===== src/rtl/enc_chk_pkg.sv =====
// Shared types and the magnitude-code function for the encoder compare controller.
package enc_chk_pkg;

  localparam int CODE_W = 4;
  localparam int IN_W   = 10;

  typedef enum logic [1:0] {
    ST_IDLE   = 2'd0,
    ST_SAMPLE = 2'd1,
    ST_DONE   = 2'd2
  } state_e;

  // Position of the highest set bit; 0 and 1 both fold into the low codes (0 -> 0, 1 -> 1).
  function automatic logic [CODE_W-1:0] code_of(input logic [IN_W-1:0] v);
    logic [CODE_W-1:0] c;
    c = '0;
    for (int k = 0; k < IN_W; k++) begin
      if (v[k]) c = CODE_W'(k);
    end
    if (v == IN_W'(1)) c = CODE_W'(1);
    return c;
  endfunction

endpackage


===== src/rtl/mag_encoder.sv =====
// Combinational magnitude encoder: IN_W-bit word to its CODE_W-bit log2 code.
module mag_encoder
  import enc_chk_pkg::*;
(
  input  logic [IN_W-1:0]   din,
  output logic [CODE_W-1:0] code
);

  assign code = code_of(din);

endmodule


===== src/rtl/enc_check_ctrl.sv =====
// Golden-code capture, N-sample live-code compare and i[0] double-fall trigger watch.
//   state     | meaning
//   ST_IDLE   | waiting; ref_load captures golden code, start launches a run
//   ST_SAMPLE | comparing code(i) to ref_code each edge, down-counting samples
//   ST_DONE   | one-cycle result presentation (done=1)
module enc_check_ctrl
  import enc_chk_pkg::*;
#(
  parameter int N_SAMPLES = 4,
  parameter int CNT_W     = 4,
  parameter int ALARM_TH  = 2
) (
  input  logic              c,
  input  logic              rst_n,
  input  logic [IN_W-1:0]   i,
  input  logic              ref_load,
  input  logic              start,
  output logic              ref_valid,
  output logic [CODE_W-1:0] ref_code,
  output logic [CODE_W-1:0] live_code,
  output logic              busy,
  output logic              done,
  output logic              match,
  output logic [CNT_W-1:0]  mismatch_cnt,
  output logic              trig_hit,
  output logic              alarm
);

  localparam int                IDX_W    = 4;
  localparam logic [IDX_W-1:0]  IDX_LAST = IDX_W'(N_SAMPLES - 1);
  localparam logic [CNT_W-1:0]  CNT_MAX  = '1;
  localparam logic [CNT_W-1:0]  CNT_TH   = CNT_W'(ALARM_TH);

  state_e              state_q, state_d;
  logic                ref_valid_q, ref_valid_d;
  logic [CODE_W-1:0]   ref_code_q, ref_code_d;
  logic [CODE_W-1:0]   live_code_q, live_code_d;
  logic                match_q, match_d;
  logic [CNT_W-1:0]    mismatch_cnt_q, mismatch_cnt_d;
  logic                trig_hit_q, trig_hit_d;
  logic                alarm_q, alarm_d;
  logic [IDX_W-1:0]    idx_q, idx_d;
  logic                i0_q, i0_d;
  logic [1:0]          edge_cnt_q, edge_cnt_d;

  logic [CODE_W-1:0]   code_now;
  logic                fall;

  mag_encoder u_enc (
    .din  (i),
    .code (code_now)
  );

  assign fall = (state_q == ST_SAMPLE) && i0_q && !i[0];

  always_comb begin
    state_d        = state_q;
    ref_valid_d    = ref_valid_q;
    ref_code_d     = ref_code_q;
    live_code_d    = live_code_q;
    match_d        = match_q;
    mismatch_cnt_d = mismatch_cnt_q;
    trig_hit_d     = trig_hit_q;
    alarm_d        = alarm_q;
    idx_d          = idx_q;
    i0_d           = i[0];
    edge_cnt_d     = edge_cnt_q;

    // Edge bookkeeping first so the DONE-entry alarm sees a trigger on the last sample.
    if (fall) begin
      edge_cnt_d = edge_cnt_q + 2'd1;
      if (edge_cnt_q == 2'd1) trig_hit_d = 1'b1;
    end

    unique case (state_q)
      ST_IDLE: begin
        if (ref_load) begin
          ref_code_d  = code_now;
          ref_valid_d = 1'b1;
        end else if (start && ref_valid_q) begin
          state_d        = ST_SAMPLE;
          mismatch_cnt_d = '0;
          trig_hit_d     = 1'b0;
          match_d        = 1'b0;
          alarm_d        = 1'b0;
          edge_cnt_d     = 2'd0;
          idx_d          = IDX_LAST;
        end
      end

      ST_SAMPLE: begin
        live_code_d = code_now;
        if ((code_now != ref_code_q) && (mismatch_cnt_q != CNT_MAX)) begin
          mismatch_cnt_d = mismatch_cnt_q + CNT_W'(1);
        end
        if (idx_q == '0) begin
          state_d = ST_DONE;
          match_d = (mismatch_cnt_d == '0);
          alarm_d = (mismatch_cnt_d >= CNT_TH) || trig_hit_d;
        end else begin
          idx_d = idx_q - IDX_W'(1);
        end
      end

      ST_DONE: state_d = ST_IDLE;

      default: state_d = ST_IDLE;
    endcase
  end

  always_ff @(posedge c or negedge rst_n) begin
    if (!rst_n) begin
      state_q        <= ST_IDLE;
      ref_valid_q    <= 1'b0;
      ref_code_q     <= '0;
      live_code_q    <= '0;
      match_q        <= 1'b0;
      mismatch_cnt_q <= '0;
      trig_hit_q     <= 1'b0;
      alarm_q        <= 1'b0;
      idx_q          <= '0;
      i0_q           <= 1'b0;
      edge_cnt_q     <= 2'd0;
    end else begin
      state_q        <= state_d;
      ref_valid_q    <= ref_valid_d;
      ref_code_q     <= ref_code_d;
      live_code_q    <= live_code_d;
      match_q        <= match_d;
      mismatch_cnt_q <= mismatch_cnt_d;
      trig_hit_q     <= trig_hit_d;
      alarm_q        <= alarm_d;
      idx_q          <= idx_d;
      i0_q           <= i0_d;
      edge_cnt_q     <= edge_cnt_d;
    end
  end

  assign ref_valid    = ref_valid_q;
  assign ref_code     = ref_code_q;
  assign live_code    = live_code_q;
  assign busy         = (state_q != ST_IDLE);
  assign done         = (state_q == ST_DONE);
  assign match        = match_q;
  assign mismatch_cnt = mismatch_cnt_q;
  assign trig_hit     = trig_hit_q;
  assign alarm        = alarm_q;

endmodule


===== config.mk =====
export PLATFORM = sky130hd
export DESIGN_NAME = enc_check_ctrl
export DESIGN_NICKNAME = d
export VERILOG_FILES = /design/src/rtl/enc_chk_pkg.sv /design/src/rtl/mag_encoder.sv /design/src/rtl/enc_check_ctrl.sv
export SDC_FILE = /design/constraint.sdc
export NUM_CORES = 1
export LEC_CHECK = 0
export ABC_CLOCK_PERIOD_IN_PS = 2000
export CORE_UTILIZATION = 24
export CTS_BUF_LIST = sky130_fd_sc_hd__clkbuf_8
export DETAILED_ROUTE_END_ITERATION = 12
export HOLD_SLACK_MARGIN = 0.12
export SETUP_SLACK_MARGIN = 0.02
export SLEW_MARGIN = 20
export SYNTH_ARGS = -nofsm -noshare
export SYNTH_HDL_FRONTEND = slang
export SYNTH_SLANG_ARGS = --single-unit

===== constraint.sdc =====
create_clock -name c -period 2 [get_ports c]
set_input_delay 0.5 -clock c [delete_from_list [all_inputs] [get_ports c]]
set_output_delay 0.5 -clock c [all_outputs]
set_load 0.01 [all_outputs]

==> Yosys cells after proc, flatten, opt, wreduce, memory -nomap -nowiden <==
Cells that the tools add are included.
{ "word_totals": {"register_bits": 25, "elab_cells": 79, "out_inout_bits": 18, "in_bits": 14} }
{ "classes": {"eq_ne": 10, "muxes": 38, "order_cmp": 1, "n_reduce_logical": 16, "addsub": 3} }
{ "op_table": {"columns": ["op", "n"], "rows": [
  ["$mux 4", 10],
  ["$mux 2", 9],
  ["$pmux 4 s2", 2],
  ["$mux 3", 4],
  ["$eq 10x1->1 const B", 1],
  ["$mux 1", 10],
  ["$logic_not 4->1", 2],
  ["$reduce_and 4->1", 2],
  ["$ne 2x2->1 const B", 3],
  ["$reduce_and 3->1", 2],
  ["$add 4x1->4 const B", 1],
  ["$eq 2x1->1 const B", 2],
  ["$ge 4x2->1 const B", 1],
  ["$logic_and 1x1->1", 4],
  ["$ne 4x4->1", 1],
  ["$ne 4x4->1 const B", 1],
  ["$pmux 1 s2", 2],
  ["$pmux 2 s2", 1],
  ["$reduce_bool 2->1", 2],
  ["$sub 4x1->4 const B", 1],
  ["$add 2x1->2 const B", 1],
  ["$eq 2x2->1 const B", 1],
  ["$logic_not 2->1", 1],
  ["$ne 2x1->1 const B", 1],
  ["other kinds (3)", 3]
]} }

==> Depth between registers and ports, before layout <==
{ "logic_depth": {"depth_word": 18, "depth_mapped": 9} }

==> Cells and area by module <==
A second synthesis with hierarchy kept.
{ "unflattened": {"hier_cells": 140, "hier_area_um2": 1382.6} }
{ "modules_own_cells": {"columns": ["mod", "instances", "cells_per_inst", "area_per_inst_um2"], "rows": [
  ["enc_check_ctrl", 1, 125, 1290.0],
  ["mag_encoder", 1, 15, 92.6]
]} }

==> Worst setup path after synthesis <==
Ideal clock, no wire load.
{ "synth_timing": {"path_kind": "input-to-reg", "from": "input i[4]", "to": "register alarm_q (netlist: alarm)", "setup_slack_ns": -0.359, "arrival_ns": 2.272, "stages": 8, "n_path_buf": 1, "path_cell_list": "or4_4 > o221a_2 > nor4_2 > o21ai_1 > a22o_1 > buf_6 > mux2i_1 > a22oi_1"} }
{ "synth_via": {"elab_chain_len": 15} }
{ "synth_rtl": {"columns": ["element", "line", "source"], "rows": [
  ["start, declared", "enc_check_ctrl.sv:15", "input logic [IN_W-1:0] i,"],
  ["$mux 3 (4 in series)", "enc_chk_pkg.sv:18", "if (v[k]) c = CODE_W'(k);"],
  ["$mux 4 (2 in series)", "enc_chk_pkg.sv:18", null],
  ["$mux 4 *", "enc_chk_pkg.sv:20", "if (v == IN_W'(1)) c = CODE_W'(1);"],
  ["$ne 4x4->1 *", "enc_check_ctrl.sv:93", "if ((code_now != ref_code_q) && (mismatch_cnt_q != CNT_MAX)) begin"],
  ["$logic_and 1x1->1 *", "enc_check_ctrl.sv:93", null],
  ["$mux 4 *", "enc_check_ctrl.sv:93", null],
  ["$mux 4 *", "enc_check_ctrl.sv:75", "unique case (state_q)"],
  ["$ge 4x2->1 *", "enc_check_ctrl.sv:99", "alarm_d = (mismatch_cnt_d >= CNT_TH) || trig_hit_d;"],
  ["$logic_or 1x1->1 *", "enc_check_ctrl.sv:99", null],
  ["$mux 1 *", "enc_check_ctrl.sv:96", "if (idx_q == '0) begin"],
  ["$pmux 1 s2 *", "enc_check_ctrl.sv:75", null],
  ["end signal, assigned", "enc_check_ctrl.sv:132", "alarm_q <= alarm_d;"],
  ["end, declared", "enc_check_ctrl.sv:41", "logic alarm_q, alarm_d;"]
]} }
Every way passes the cells marked *; elsewhere a longest branch is shown, timed or not. The select of a mux whose other input is x is not followed.
A chain may end at the register's enable or synchronous reset.

==> Final worst setup path <==
{ "layout_timing": {"from": "input i[6]", "to": "register match_q (netlist: match)"} }
{ "layout_via": {"elab_chain_len": 12} }
{ "layout_rtl": {"columns": ["element", "line", "source"], "rows": [
  ["$mux 3 (2 in series)", "enc_chk_pkg.sv:18", null],
  ["$mux 4 (2 in series)", "enc_chk_pkg.sv:18", null],
  ["$mux 4 *", "enc_chk_pkg.sv:20", null],
  ["$ne 4x4->1 *", "enc_check_ctrl.sv:93", null],
  ["$logic_and 1x1->1 *", "enc_check_ctrl.sv:93", null],
  ["$mux 4 *", "enc_check_ctrl.sv:93", null],
  ["$mux 4 *", "enc_check_ctrl.sv:75", null],
  ["$logic_not 4->1 *", "enc_check_ctrl.sv:98", "match_d = (mismatch_cnt_d == '0);"],
  ["$mux 1 *", "enc_check_ctrl.sv:96", null],
  ["$pmux 1 s2 *", "enc_check_ctrl.sv:75", null],
  ["end signal, assigned", "enc_check_ctrl.sv:129", "match_q <= match_d;"],
  ["end, declared", "enc_check_ctrl.sv:38", "logic match_q, match_d;"]
]} }
Marks and branches as above.

==> results by group <==
Final layout
  – Post-route cell area: 2054 sq um
  – Fin cells: between 200 and 300
  – Fraction of layout instances using a drive strength above 1: 24.15%
  – Final core utilization: 39.23%
  – Area Growth Syn to Fin: 52.60%
  – Nets: 226
  – ANT cells: 0
  – Most frequent cells in the layout: 24 x dfrtp_1, 24 x clkdlybuf4s50_1, 22 x nor2_1, 22 x buf_4, 21 x nand2_1

Route
  – Routed len/inst: 12.63 um
  – Via density: 4.592
  – Drt total wl: 3499 um
  – Routed Antenna Nets: 0
  – Iteration-0 DRC Markers: 41
  – Via count: roughly 1300
  – Number of detailed-route iterations in the first pass: 4
  – DRC Markers: 0

Synthesis
  – Main synth FF type: dfrtp_1
  – Yosys reg bits: 25
  – Post-synth top area share: 46.47%
  – Synth warn: 0
  – EDFF count, synth: 0
  – Register area share after synthesis: between 40% and 50%
  – Post-synth top area cell: dfrtp_1
  – Syn nets: 169
  – Unique cell type count in the Yosys netlist: 40
  – Average size of a mapped cell: roughly 8.9 sq um
  – Netlist Area Pre-Place: 1346 sq um
  – Synth Instances: 151
  – Top cells by area, synth: dfrtp_1 46%, nor2_1 6.1%, nand2_1 5.9%
  – Post-synthesis async set-or-reset flop share: 100.0%

Power and ir drop
  – P_sw: 1.084 mW
  – Power per Cell Area: 1291 nW/um^2
  – Leakage: 0.8948 nW
  – Comb power frac: between 50% and 60%
  – Switching Share: between 40% and 50%
  – Clock power share: 11.7%
  – Pint: 1.568 mW
  – Max VDD drop: around 0.00075 V
  – Seq pwr share: 34.7%
  – Pwr Total: roughly 2.7 mW

STA
  – Worst Max-Slew Pin Slew: 407.0 ps
  – Final setup vio count: 6
  – Max Clk Rate: 441.0 MHz
  – Worst hold slack: 485.2 ps
  – Clock Skew: 5.966 ps
  – Fin. max-slew vios: 0
  – Slew HR: between 70% and 80%
  – Final Hold Fails: 0
  – RSZ-0062 raised after global routing: yes
  – Final critical-path required period: 2268 ps
  – Period utilisation layout: 113.4%
  – Fin worst setup slack: -267.7 ps
  – Setup TNS: -1432 ps

Global route
  – Initial antenna violation count: 0
  – Tot GR Track Use: 12.70%
  – GRT overflow: 0
  – First-pass GRT wire length: 6030 um
  – Vias in the first global route: 1260
  – Pin count of the biggest net entering global routing: 26

Floorplan
  – Starting Density: about 26%
  – IO Pins: 32
  – Cell row count: 26
  – Die Width: 76.90 um
  – Die ar.: 5913 sq um
  – Die height: 76.90 um
  – Core area: 5238 sq um

Placement
  – Pre-CTS setup slack: -956.0 ps
  – Port Buffers: 31
  – Placed cell area: 1899 sq um
  – Placed instance count: 270
  – GPL Wtd Cong: 0.8021
  – Hpwl dp: 2500 um

Clocking
  – CTS max path bufs: 2
  – Max H-tree Level: 1
  – CTS tree: done
  – Worst-path clk slew: approximately 90 ps
  – CTS sink cnt: 25
  – Root Buffer: clkbuf_8
  – Hold bufs inserted after CTS: 0
  – Clk_lat worst skew: 280 ps
  – Cts bufs inserted: 3

Outcome
  – Status: finished, violations left
  – Failing checks: setup timing

Worst setup path
  – Required @ worst endpoint: 2220 ps
  – Worst setup EP type: flip-flop
  – Critical path arrival: 2490 ps
  – Crit path max fanout: 5
  – Setup CP Type: in2reg
  – Reg-to-reg startpoint: idx_q[0]
  – Kind of start point of the critical path: primary input
  – Crit. Startpoint: i[6]

Min path
  – HP Class: reg2reg
  – Hold Crit Start: live_code[0]

Flow run
  – Max-cap viol count: 0
-- synthesized netlist by cell type, drive strengths merged (3+ instances only) --
cell / n
dfrtp: 25
nor2: 22
nand2: 21
o21ai: 13
inv: 7
nand3: 6
a21oi: 5
ha: 4
nor3: 4
nor3b: 4
a211oi: 3
xnor2: 3
-- cell type report --
cell class                 count  area [sq um]
fill                         522          3183
clock inverter                 1         5.005
sequential                    25         626.9
inverter                       7         26.28
tap                           70         87.58
clock buffer                   3         41.29
timing repair buffer          54         474.2
multi-input combinational    117         793.3
-- power by group through the flow --
stage / sequential [mW] / clock [mW] / combinational (mW)
detailed placement: 0.922 / 0 / 1.31
global placement: 0.921 / 0 / 1.29
CTS: 0.918 / 0.322 / 1.42
finish: 0.920 / 0.311 / 1.42
floorplan: 0.949 / 0 / 0.651
global route: 0.957 / 0.342 / 1.57
-- kinds of logic (layout without fill, tap and decap cells) --
| family | Yosys count | after routing | share of synthesized area (%) |
|---|---|---|---|
| fa+ha+maj | 4 | 4 | 3.718 |
| compound gates | 32 | 33 | 15.06 |
| mux | 1 | 1 | 0.7435 |
| buf+inv | 10 | 65 | 3.346 |
| simple gates | 74 | 74 | 27.42 |
| flops | 25 | 25 | 46.47 |
| xor+xnor | 5 | 5 | 3.253 |
-- metal layers --
| metal | GRT usage (%) | vias up | share of wire [%] |
|---|---|---|---|
| met3 | 2.738 | 4 | 3.0 |
| met5 | 0 | - | 0 |
| li1 | - | 647 | - |
| met2 | 19.91 | 25 | 47 |
| met4 | 3.269 | 0 | 0.94 |
| met1 | 17.52 | 596 | 49 |
-- state kept, by name, summed over array words and instances, names as in the netlist --
register	cells
match	1
ref_code	4
live_code	4
i0_q	1
trig_hit	1
idx_q	4
state_q	2
mismatch_cnt	4
ref_valid	1
alarm	1
edge_cnt_q	2
-- path summary, 6_finish.rpt --
path | to | cells past startpoint | slack [ps]
max reg2reg | match | 7 | 20
max | match | 8 | -270
max in group asynchronous | mismatch_cnt[0] | 2 | 1170
min in group asynchronous | trig_hit | 2 | 570
min | live_code[0] | 2 | 490
min reg2reg | live_code[0] | 2 | 490
-- critical path, cell delays in order --
cell     delay [ps]
buf_6            90
or4_4           560
o221a_4         280
nor4_4          290
o21ai_2         100
a22o_4          270
or3_1           300
nand3_1          80
-- what timing repair did --
item                                    CTS  global route
pin swaps                                15             1
cloned                                    1             0
setup buffers                             1             1
gates resized for setup                  34             4
endpoints found under the setup margin    6             7
endpoints found under the hold margin     0             0
Note: power is estimated with default switching activity, not from simulation.
